**src/rtl/prio_serializer_if.sv**
```systemverilog
// Stream bundle for prio_serializer: a vector input stream and a per-bit entry output stream.
// The design uses the slave modport; the producer/consumer side uses master.
interface prio_serializer_if;
  logic       in_valid;
  logic       in_ready;
  logic [7:0] in_vec;
  logic       out_valid;
  logic       out_ready;
  logic [2:0] out_idx;
  logic [7:0] out_onehot;
  logic       out_last;
  logic [2:0] out_seq;
  logic       busy;

  modport master (
    output in_valid, in_vec, out_ready,
    input  in_ready, out_valid, out_idx, out_onehot, out_last, out_seq, busy
  );

  modport slave (
    input  in_valid, in_vec, out_ready,
    output in_ready, out_valid, out_idx, out_onehot, out_last, out_seq, busy
  );
endinterface

```
**src/rtl/prio_serializer.sv**
```systemverilog
// Serializes an 8-bit request vector into one entry per set bit, highest index first.
// Outputs come straight from the pending register, so they hold still while stalled.
module prio_serializer (
  input  logic             clk,
  input  logic             rst_n,
  prio_serializer_if.slave bus
);
  typedef enum logic {IDLE, DRAIN} state_t;

  state_t     state_reg, state_next;
  logic [7:0] pending_reg, pending_next;
  logic [2:0] seq_reg, seq_next;

  logic [7:0] above;
  logic [7:0] top_onehot;
  logic [2:0] top_idx;
  logic       is_last;
  logic       drain;
  logic       xfer;
  logic       hs;

  // above[gi] is set when any higher-priority bit is still pending
  genvar gi;
  generate
    for (gi = 0; gi < 8; gi++) begin : g_pick
      if (gi == 7) begin : g_top
        assign above[gi] = 1'b0;
      end else begin : g_rest
        assign above[gi] = |pending_reg[7:gi+1];
      end
      assign top_onehot[gi] = pending_reg[gi] & ~above[gi];
    end
  endgenerate

  always_comb begin
    top_idx = 3'd0;
    for (int i = 0; i < 8; i++) begin
      if (top_onehot[i]) top_idx = 3'(i);
    end
  end

  assign is_last = (pending_reg & ~top_onehot) == 8'h00;
  assign drain   = (state_reg == DRAIN);

  assign bus.out_valid  = drain;
  assign bus.busy       = drain;
  assign bus.out_onehot = drain ? top_onehot : 8'h00;
  assign bus.out_idx    = drain ? top_idx : 3'd0;
  assign bus.out_seq    = drain ? seq_reg : 3'd0;
  assign bus.out_last   = drain & is_last;
  // In DRAIN a new vector is only taken on the beat that empties the current one
  assign bus.in_ready   = ~drain | (bus.out_ready & is_last);

  assign xfer = bus.in_valid & bus.in_ready;
  assign hs   = drain & bus.out_ready;

  always_comb begin
    state_next   = state_reg;
    pending_next = pending_reg;
    seq_next     = seq_reg;
    case (state_reg)
      IDLE: begin
        if (xfer) begin
          pending_next = bus.in_vec;
          seq_next     = 3'd0;
          state_next   = (bus.in_vec != 8'h00) ? DRAIN : IDLE;
        end
      end
      DRAIN: begin
        if (hs) begin
          if (is_last) begin
            seq_next = 3'd0;
            if (xfer && bus.in_vec != 8'h00) begin
              pending_next = bus.in_vec;
              state_next   = DRAIN;
            end else begin
              pending_next = 8'h00;
              state_next   = IDLE;
            end
          end else begin
            pending_next = pending_reg & ~top_onehot;
            seq_next     = seq_reg + 3'd1;
          end
        end
      end
      default: begin
        state_next   = IDLE;
        pending_next = 8'h00;
        seq_next     = 3'd0;
      end
    endcase
  end

  always_ff @(posedge clk) begin
    if (!rst_n) begin
      state_reg   <= IDLE;
      pending_reg <= 8'h00;
      seq_reg     <= 3'd0;
    end else begin
      state_reg   <= state_next;
      pending_reg <= pending_next;
      seq_reg     <= seq_next;
    end
  end
endmodule

```
**src/flat_wrapper.sv**
```systemverilog
// flat-port wrapper written by rule: the top's interface ports become plain ports
module prio_serializer_flat 
  (clk, rst_n, bus_in_valid, bus_in_vec, bus_out_ready, bus_in_ready, bus_out_valid, bus_out_idx, bus_out_onehot, bus_out_last, bus_out_seq, bus_busy);
  prio_serializer_if bus_i ();
  input  logic clk;
  input  logic rst_n;
  input wire logic [$bits(bus_i.in_valid)-1:0] bus_in_valid;
  input wire logic [$bits(bus_i.in_vec)-1:0] bus_in_vec;
  input wire logic [$bits(bus_i.out_ready)-1:0] bus_out_ready;
  output wire logic [$bits(bus_i.in_ready)-1:0] bus_in_ready;
  output wire logic [$bits(bus_i.out_valid)-1:0] bus_out_valid;
  output wire logic [$bits(bus_i.out_idx)-1:0] bus_out_idx;
  output wire logic [$bits(bus_i.out_onehot)-1:0] bus_out_onehot;
  output wire logic [$bits(bus_i.out_last)-1:0] bus_out_last;
  output wire logic [$bits(bus_i.out_seq)-1:0] bus_out_seq;
  output wire logic [$bits(bus_i.busy)-1:0] bus_busy;
  assign bus_i.in_valid = bus_in_valid;
  assign bus_i.in_vec = bus_in_vec;
  assign bus_i.out_ready = bus_out_ready;
  assign bus_in_ready = bus_i.in_ready;
  assign bus_out_valid = bus_i.out_valid;
  assign bus_out_idx = bus_i.out_idx;
  assign bus_out_onehot = bus_i.out_onehot;
  assign bus_out_last = bus_i.out_last;
  assign bus_out_seq = bus_i.out_seq;
  assign bus_busy = bus_i.busy;
  prio_serializer u_core (.clk(clk), .rst_n(rst_n), .bus(bus_i));
endmodule
```
**config.mk**
```make
export PLATFORM = sky130hd
export DESIGN_NAME = prio_serializer_flat
export DESIGN_NICKNAME = d
export VERILOG_FILES = /design/src/rtl/prio_serializer_if.sv /design/src/rtl/prio_serializer.sv /design/src/flat_wrapper.sv
export SDC_FILE = /design/constraint.sdc
export NUM_CORES = 1
export LEC_CHECK = 0
export ABC_AREA = 1
export BUFFER_PORTS_ARGS = -buffer_cell sky130_fd_sc_hd__buf_2
export CORE_UTILIZATION = 48
export DETAILED_ROUTE_END_ITERATION = 16
export HOLD_SLACK_MARGIN = 0.02
export PLACE_DENSITY = 0.77
export RECOVER_POWER = 100
export SLEW_MARGIN = 0
export SYNTH_ARGS = -nofsm -noshare
export SYNTH_HDL_FRONTEND = slang
export SYNTH_SLANG_ARGS = --single-unit
export TNS_END_PERCENT = 1
```
**constraint.sdc**
```tcl
create_clock -name clk -period 1.9 [get_ports clk]
set_input_delay 0.38 -clock clk [delete_from_list [all_inputs] [get_ports clk]]
set_output_delay 0.38 -clock clk [all_outputs]
set_load 0.1 [all_outputs]
```
==> results of run 1 <==
[per-stage QoR]
stage	hold slack (ns)	instance area (um2)	TNS (ns)
detailed placement	0.492	1290	-0.0412
floorplan	0.461	963	-1.97
global placement	0.475	1290	0
CTS	0.346	1430	-1.69
[synth_stat cells (2+ instances only)]
| library cell | n | area share |
|---|---|---|
| nor2_2 | 4 | 0.029 |
| clkbuf_1 | 3 | 0.013 |
| nand2_1 | 35 | 0.15 |
| a21oi_1 | 15 | 0.088 |
| o21a_1 | 2 | 0.018 |
| nand3_1 | 3 | 0.018 |
| nor2_1 | 14 | 0.062 |
| inv_1 | 23 | 0.10 |
| dfxtp_1 | 12 | 0.28 |
| o21ai_0 | 13 | 0.076 |
| nor3_1 | 2 | 0.012 |
| nor3b_1 | 2 | 0.018 |
[kinds of logic after synthesis]
logic type,share of synthesized area
AO/OA/AOI/OAI,0.218
AND/OR/NAND/NOR,0.362
flip-flops,0.282
adder cells (fa/ha/maj),0.0147
buffers and inverters,0.123
[what timing repair did]
action,in CTS
setup endpoints to repair,6
resized for setup,11
buffers inserted,10
pin swaps,4
==> flow_summary_export.csv, run 1 <==
group,metric,value,unit
logic_synthesis,syn-cell-area,853,um2
sta,grt-worst-endpoint,"bus_in_ready",
logic_synthesis,synth_ff_type,"dfxtp_1",
floorplanning,fp.dieW,44.2,um
cts,htreeDepth,1,
outcome,outcome,"did not finish",
placement,routabilityCongestion,0.853,
placement,dp_slack,-0.0412,ns
logic_synthesis,syn_area_per_cell,6.10,um2
logic_synthesis,syn_nets,153,
logic_synthesis,seq_area_frac_synth,0.282,
cts,numCtsBuffers,3,
cts,cts_hold_buf,0,
outcome,stop_error,"[ERROR DPL-0038] Utilization greater than 100%, impossible to legalize",
outcome,lastStage,"5_1_grt",
floorplanning,boundaryPins,30,
cts,root_buffer,"clkbuf_4",
logic_synthesis,synthCells,140,
placement,dp_cells,186,
logic_synthesis,synth_cell_type_count,24,
floorplanning,fp.dieH,44.2,um
logic_synthesis,synth_edf_count,0,
global_routing,grt_max_degree,16,
cts,cts.sinks,12,
logic_synthesis,async_reset_ff_frac,0,
logic_synthesis,yosysWarningCount,0,
logic_synthesis,yosys_register_bits,12,
floorplanning,core.rowCount,14,
cts,clock_path_buffers,2,
floorplanning,initial_utilization,0.541,
sta,worst-ep-kind,"top-level output",
placement,numPortBuffers,29,
placement,dpl.hpwl,2.02,mm
==> inputs of run 2 (changes only) <==
Settings changed: CORE_AREA set to 2 2 63 65, CORE_UTILIZATION 48 to not set, DIE_AREA set to 0 0 65 67, HOLD_SLACK_MARGIN 0.02 to not set, PLACE_DENSITY 0.77 to not set, PLACE_DENSITY_LB_ADDON set to 0.15.
==> flow_summary_export.csv, run 2 <==
group,metric,value,unit
floorplanning,fp.dieH,67,um
route,via_count,1064,
cells_and_area,drive_above_1_share,0.478,
global_routing,busiest_layer,"met2",
cells_and_area,final_cell_mix,"31 x nand2_1, 22 x inv_1, 17 x buf_2, 17 x buf_4, 12 x o21ai_0",
cts,cts_tree,"yes",
logic_synthesis,synth_top_area_share,0.282,
logic_synthesis,seq_area_frac_synth,0.282,
logic_synthesis,synth.most_common_cell,"nand2_1",
cts,htreeDepth,1,
outcome,violations,"setup timing",
floorplanning,initial_utilization,0.237,
min_path,holdPathEnd,"u_core.pending_reg[4]$_SDFFE_PN0P_",
sta,tns,-1.34,ns
run,drv_cap,0,
route,final_antenna_net_count,0,
cts,clock_path_buffers,2,
global_routing,grt_first_pass_wirelength,4.45,mm
critical_path,start_kind,"register",
critical_path,end_kind,"primary output",
sta,tightest_slew,0.485,ns
power_and_ir_drop,p_leak,0.746,nW
min_path,worstHoldPathType,"input pin to register",
route,firstDrtPassIters,4,
floorplanning,core,3610,um2
logic_synthesis,synth_common_cells,"35 x nand2_1, 23 x inv_1, 15 x a21oi_1, 14 x nor2_1, 13 x o21ai_0",
logic_synthesis,synth.largest_area_cell,"dfxtp_1",
sta,finalCritPeriodShare,1.09,
power_and_ir_drop,power_density,780,nW/um2
route,wl,2.66,mm
logic_synthesis,yosysWarningCount,0,
logic_synthesis,muxShareOfSynthArea,0,
sta,fmax,0.481,GHz
cells_and_area,fin_util,0.425,
cts,cts_hold_buf,0,
critical_path,required,1.52,ns
cells_and_area,fin_nets,200,
logic_synthesis,synth_top_family_by_area,"simple AND/OR/NAND/NOR gates",
logic_synthesis,synthCells,140,
global_routing,grt_pass1_vias,997,
critical_path,rr_endpoint,"u_core.pending_reg[6]$_SDFFE_PN0P_",
sta,relSlewSlack,0.679,
outcome,outcome,"complete, but fails checks",
sta,rsz0062_at_grt,"yes",
global_routing,grt_usage,0.132,
global_routing,grt.overflow.total,0,
logic_synthesis,syn_nets,153,
logic_synthesis,synth_edf_count,0,
logic_synthesis,async_reset_ff_frac,0,
logic_synthesis,synth_cell_type_count,24,
global_routing,antenna_found_initial,0,
cells_and_area,largest_reg_flops,8,
cts,clock_latency,0.25,ns
cts,root_buffer,"clkbuf_8",
logic_synthesis,synth-xor-area-share,0,
floorplanning,boundaryPins,30,
logic_synthesis,synth_compound_area_frac,0.218,
route,wl_per_cell,11.4,um
global_routing,grt_max_degree,16,
logic_synthesis,yosys_register_bits,12,
floorplanning,die_area,4360,um2
critical_path,reg2reg_from,"u_core.pending_reg[6]$_SDFFE_PN0P_",
logic_synthesis,synth-adder-area-share,0.0147,
critical_path,reg2reg_depth,15,
cells_and_area,n_antenna_cell,0,
sta,slew_violations,0,
critical_path,path_class,"register to primary output",
min_path,hold_path_startpoint,"bus_in_vec[4]",
cts,numCtsBuffers,3,
route,first_iter_violations,23,
cells_and_area,syn2layout_area_growth,79.6,%
logic_synthesis,syn_area_per_cell,6.10,um2
sta,fin_ws,-0.179,ns
global_routing,met1_usage,0.157,
cells_and_area,mostFrequentLayoutCell,"nand2_1",
placement,dpl.hpwl,1.94,mm
logic_synthesis,yosys-top-cells-area,"dfxtp_1 28%, nand2_1 15%, inv_1 10%, a21oi_1 8.8%, o21ai_0 7.6%",
floorplanning,fp.dieW,65,um
route,routed_via_density,4.55,
logic_synthesis,syn-cell-area,853,um2
critical_path,arrival,1.70,ns
route,drc,0,
global_routing,use_met3,0.0220,
placement,dp_slack,0.0425,ns
sta,min_period,2.08,ns
placement,routabilityCongestion,0.823,
sta,finClkSkew,0.00235,ns
cells_and_area,fill_cells,368,
sta,hold_viol_final,0,
cts,clk_pin_slew,0.05,ns
global_routing,use_met2,0.231,
logic_synthesis,synth_ff_type,"dfxtp_1",
cts,cts.sinks,12,
floorplanning,core.rowCount,22,
critical_path,timing.reg2reg.setup_slack,-0.11,ns
sta,final-setup-viol-count,14,
min_path,hold_depth,3,
placement,numPortBuffers,29,
power_and_ir_drop,vdd_ir_drop_max,0.000353,V
logic_synthesis,yosys.area_share.simple,0.362,
critical_path,worstPathMaxFanout,6,
[run 2: cell counts after synthesis]
No cell type changed its count.
[run 2: logic make-up after synthesis]
kind of cell,after synthesis
DFF,12
AOI/OAI and AO/OA,33
buffers and inverters,27
and+or+nand+nor,67
adders and majority gates,1
[run 2: how the worst max path moves through the flow]
stage / start / endpoint / slack (ns) / cells past startpoint
2_1_floorplan: u_core.bus.busy$_SDFF_PN0_ / bus_out_onehot[0] / -0.30 / 3
3_3_place_gp: u_core.pending_reg[4]$_SDFFE_PN0P_ / bus_out_last / 0.07 / 9
3_5_place_dp: u_core.pending_reg[4]$_SDFFE_PN0P_ / bus_out_last / 0.04 / 9
4_1_cts: u_core.pending_reg[7]$_SDFFE_PN0P_ / bus_out_last / -0.16 / 9
5_1_grt: u_core.pending_reg[6]$_SDFFE_PN0P_ / bus_out_last / -0.27 / 9
6_report: u_core.pending_reg[6]$_SDFFE_PN0P_ / bus_out_last / -0.18 / 9
[run 2: final cells by class]
class / instances / area, um2 / share of cell area
inverter: 23 / 88.8 / 0.0580
multi-input combinational: 101 / 637 / 0.416
sequential: 12 / 258 / 0.168
timing repair buffer: 46 / 444 / 0.290
tap: 48 / 60.1 / 0.0392
clock buffer: 4 / 45.0 / 0.0294
[run 2: worst max-delay path, stage by stage, from the launching register on]
cell,delay (ns)
dfxtp_4,0.36
nor2_4,0.20
nand2_2,0.11
nand2_2,0.10
nand3_2,0.09
nor2_4,0.11
nand2_2,0.07
buf_6,0.12
nor2_4,0.11
buf_12,0.18
[run 2: report_power, final]
part           total, W  switching (W)  internal, W  leakage, nW
Sequential     0.000312      0.0000363     0.000276        0.102
Combinational  0.000635       0.000389     0.000245        0.621
Clock          0.000248      0.0000999     0.000148       0.0228
[run 2: stage by stage]
| step | instance area [um2] | power (W) | instances | hold WS (ns) |
|---|---|---|---|---|
| final | 1530 | 0.00120 | 234 | 0.380 |
| after global routing | 1530 | 0.00127 | 234 | 0.391 |
| after CTS | 1460 | 0.00116 | 231 | 0.384 |
| after detailed placement | 1340 | 0.000841 | 219 | 0.492 |
| after global placement | 1340 | 0.000840 | 219 | 0.476 |
| after floorplan | 963 | 0.000680 | 140 | 0.461 |
[run 2: layer usage]
| layer | share of wire | up-vias |
|---|---|---|
| li1 | - | 543 |
| met1 | 0.43 | 485 |
| met2 | 0.48 | 27 |
| met3 | 0.056 | 9 |
| met4 | 0.030 | 0 |
| met5 | 0 | - |
[run 2: repair_timing]
item,4_1_cts,5_1_grt
setup endpoints to repair,5,15
setup buffers,8,3
resized for setup,5,20
pin swaps,5,9
(Power assumes the default switching activity.)
==> inputs of run 3 (changes only) <==
Settings changed: SETUP_SLACK_MARGIN set to 0.1.
==> flow_summary_export.csv, run 3 (synthesis results as in run 2) <==
group,metric,value,unit
outcome,outcome,"complete, but fails checks",
outcome,violations,"setup timing",
floorplanning,fp.dieW,65,um
placement,numPortBuffers,29,
sta,fmax,0.482,GHz
cells_and_area,stdcell_area,1550,um2
sta,finalCritPeriodShare,1.09,
critical_path,path_class,"register to primary output",
cts,cts_tree,"yes",
cells_and_area,fin_nets,200,
global_routing,grt_max_degree,16,
critical_path,timing.reg2reg.setup_slack,-0.10,ns
cells_and_area,fin_cells,234,
global_routing,grt_first_pass_wirelength,4.45,mm
route,final_antenna_net_count,0,
critical_path,required,1.52,ns
sta,hold_viol_final,0,
power_and_ir_drop,power_density,778,nW/um2
sta,final-setup-viol-count,14,
cells_and_area,largest_reg_flops,8,
sta,rsz0062_at_grt,"yes",
min_path,holdPathEnd,"u_core.pending_reg[4]$_SDFFE_PN0P_",
route,wl,2.65,mm
critical_path,reg2reg_from,"u_core.pending_reg[6]$_SDFFE_PN0P_",
cells_and_area,syn2layout_area_growth,81.5,%
cts,root_buffer,"clkbuf_8",
min_path,worstHoldPathType,"input pin to register",
floorplanning,die_area,4360,um2
cts,numCtsBuffers,3,
cts,clock_latency,0.25,ns
floorplanning,fp.dieH,67,um
route,first_iter_violations,24,
critical_path,start_kind,"register",
power_and_ir_drop,p_leak,0.750,nW
placement,placed_area,1340,um2
critical_path,reg2reg_depth,15,
cells_and_area,mostFrequentLayoutCell,"nand2_1",
critical_path,end_kind,"primary output",
critical_path,arrival,1.70,ns
route,wl_met2,1.27,mm
route,routed_via_density,4.55,
power_and_ir_drop,vdd_ir_drop_max,0.000353,V
floorplanning,initial_utilization,0.237,
cells_and_area,drive_above_1_share,0.478,
route,top_layer,"met4",
placement,dp_cells,219,
placement,dpl.hpwl,1.94,mm
sta,fin_ws,-0.176,ns
critical_path,rr_endpoint,"u_core.pending_reg[6]$_SDFFE_PN0P_",
floorplanning,core.rowCount,22,
global_routing,grt_usage,0.132,
sta,min_period,2.08,ns
run,drv_cap,0,
cells_and_area,fill_cells,367,
floorplanning,core,3610,um2
route,wl_per_cell,11.3,um
cts,cts.sinks,12,
global_routing,grt.overflow.total,0,
sta,tightest_slew,0.485,ns
floorplanning,boundaryPins,30,
cells_and_area,n_antenna_cell,0,
placement,routabilityCongestion,0.823,
min_path,hold_path_startpoint,"bus_in_vec[4]",
critical_path,worstPathMaxFanout,6,
sta,slew_violations,0,
cts,clock_path_buffers,2,
route,via_count,1065,
route,drc,0,
sta,relSlewSlack,0.679,
cts,clk_pin_slew,0.05,ns
route,dr_wl_met3,146,um
route,firstDrtPassIters,4,
cts,htreeDepth,1,
global_routing,antenna_found_initial,0,
route,drt-met1-wl,1.15,mm
min_path,hold_depth,3,
sta,finClkSkew,0.00235,ns
global_routing,grt_pass1_vias,999,
cells_and_area,final_cell_mix,"31 x nand2_1, 22 x inv_1, 17 x buf_2",
[run 3: cell counts in the layout (fill, tap and decap cells not counted)]
No cell type changed its count.
[run 3: routing by layer]
metal,vias up,GRT usage
met3,9,0.0220
li1,543,-
met5,-,0
met2,27,0.231
met4,0,0.0638
met1,486,0.157
[run 3: stage by stage]
step | total power [W] | util | setup TNS [ns] | worst slack [ns] | hold WS [ns]
after floorplan | 0.000680 | - | -1.97 | -0.298 | 0.461
after global placement | 0.000840 | 0.371 | 0 | 0.0695 | 0.476
after detailed placement | 0.000841 | 0.371 | 0 | 0.0425 | 0.492
after CTS | 0.00116 | 0.405 | -0.476 | -0.156 | 0.377
after global routing | 0.00128 | 0.430 | -2.94 | -0.271 | 0.391
final | 0.00121 | 0.430 | -1.30 | -0.176 | 0.380
[run 3: how the worst max path moves through the flow]
stage                                       start           endpoint  slack (ns)  cells after the start
6_report       u_core.pending_reg[6]$_SDFFE_PN0P_       bus_out_last       -0.18                      9
5_1_grt        u_core.pending_reg[6]$_SDFFE_PN0P_       bus_out_last       -0.27                      9
4_1_cts        u_core.pending_reg[7]$_SDFFE_PN0P_       bus_out_last       -0.16                      9
3_5_place_dp   u_core.pending_reg[4]$_SDFFE_PN0P_       bus_out_last        0.04                      9
3_3_place_gp   u_core.pending_reg[4]$_SDFFE_PN0P_       bus_out_last        0.07                      9
2_1_floorplan          u_core.bus.busy$_SDFF_PN0_  bus_out_onehot[0]       -0.30                      3
[run 3: power by group]
part           internal (W)  switching [W]  total (W)
Clock              0.000148      0.0000999   0.000248
Combinational      0.000253       0.000391   0.000644
Sequential         0.000276      0.0000363   0.000312
Total              0.000678       0.000527    0.00121
[run 3: worst max-delay path, cell delays in order, from the launching register on]
cell and delay [ns]:
dfxtp_4 0.36, nor2_4 0.20, nand2_2 0.11, nand2_2 0.10, nand3_2 0.09, nor2_4 0.11
nand2_2 0.07, buf_6 0.12, nor2_4 0.11, buf_12 0.18
[run 3: what timing repair did]
| action | 4_1_cts | 5_1_grt |
|---|---|---|
| pin swaps | 5 | 11 |
| endpoints found under the setup margin | 7 | 15 |
| gates resized for setup | 7 | 21 |
| hold buffers | 0 | 0 |
| buffers inserted | 8 | 3 |
| endpoints found under the hold margin | 0 | 0 |
[run 3: final cells by class]
cell class	instances	area, um2	area share
Clock buffer	4	45.0	0.0291
Inverter	23	88.8	0.0574
Multi-Input combinational cell	101	637	0.411
Sequential cell	12	258	0.166
Tap cell	48	60.1	0.0388
Timing Repair Buffer	46	460	0.297
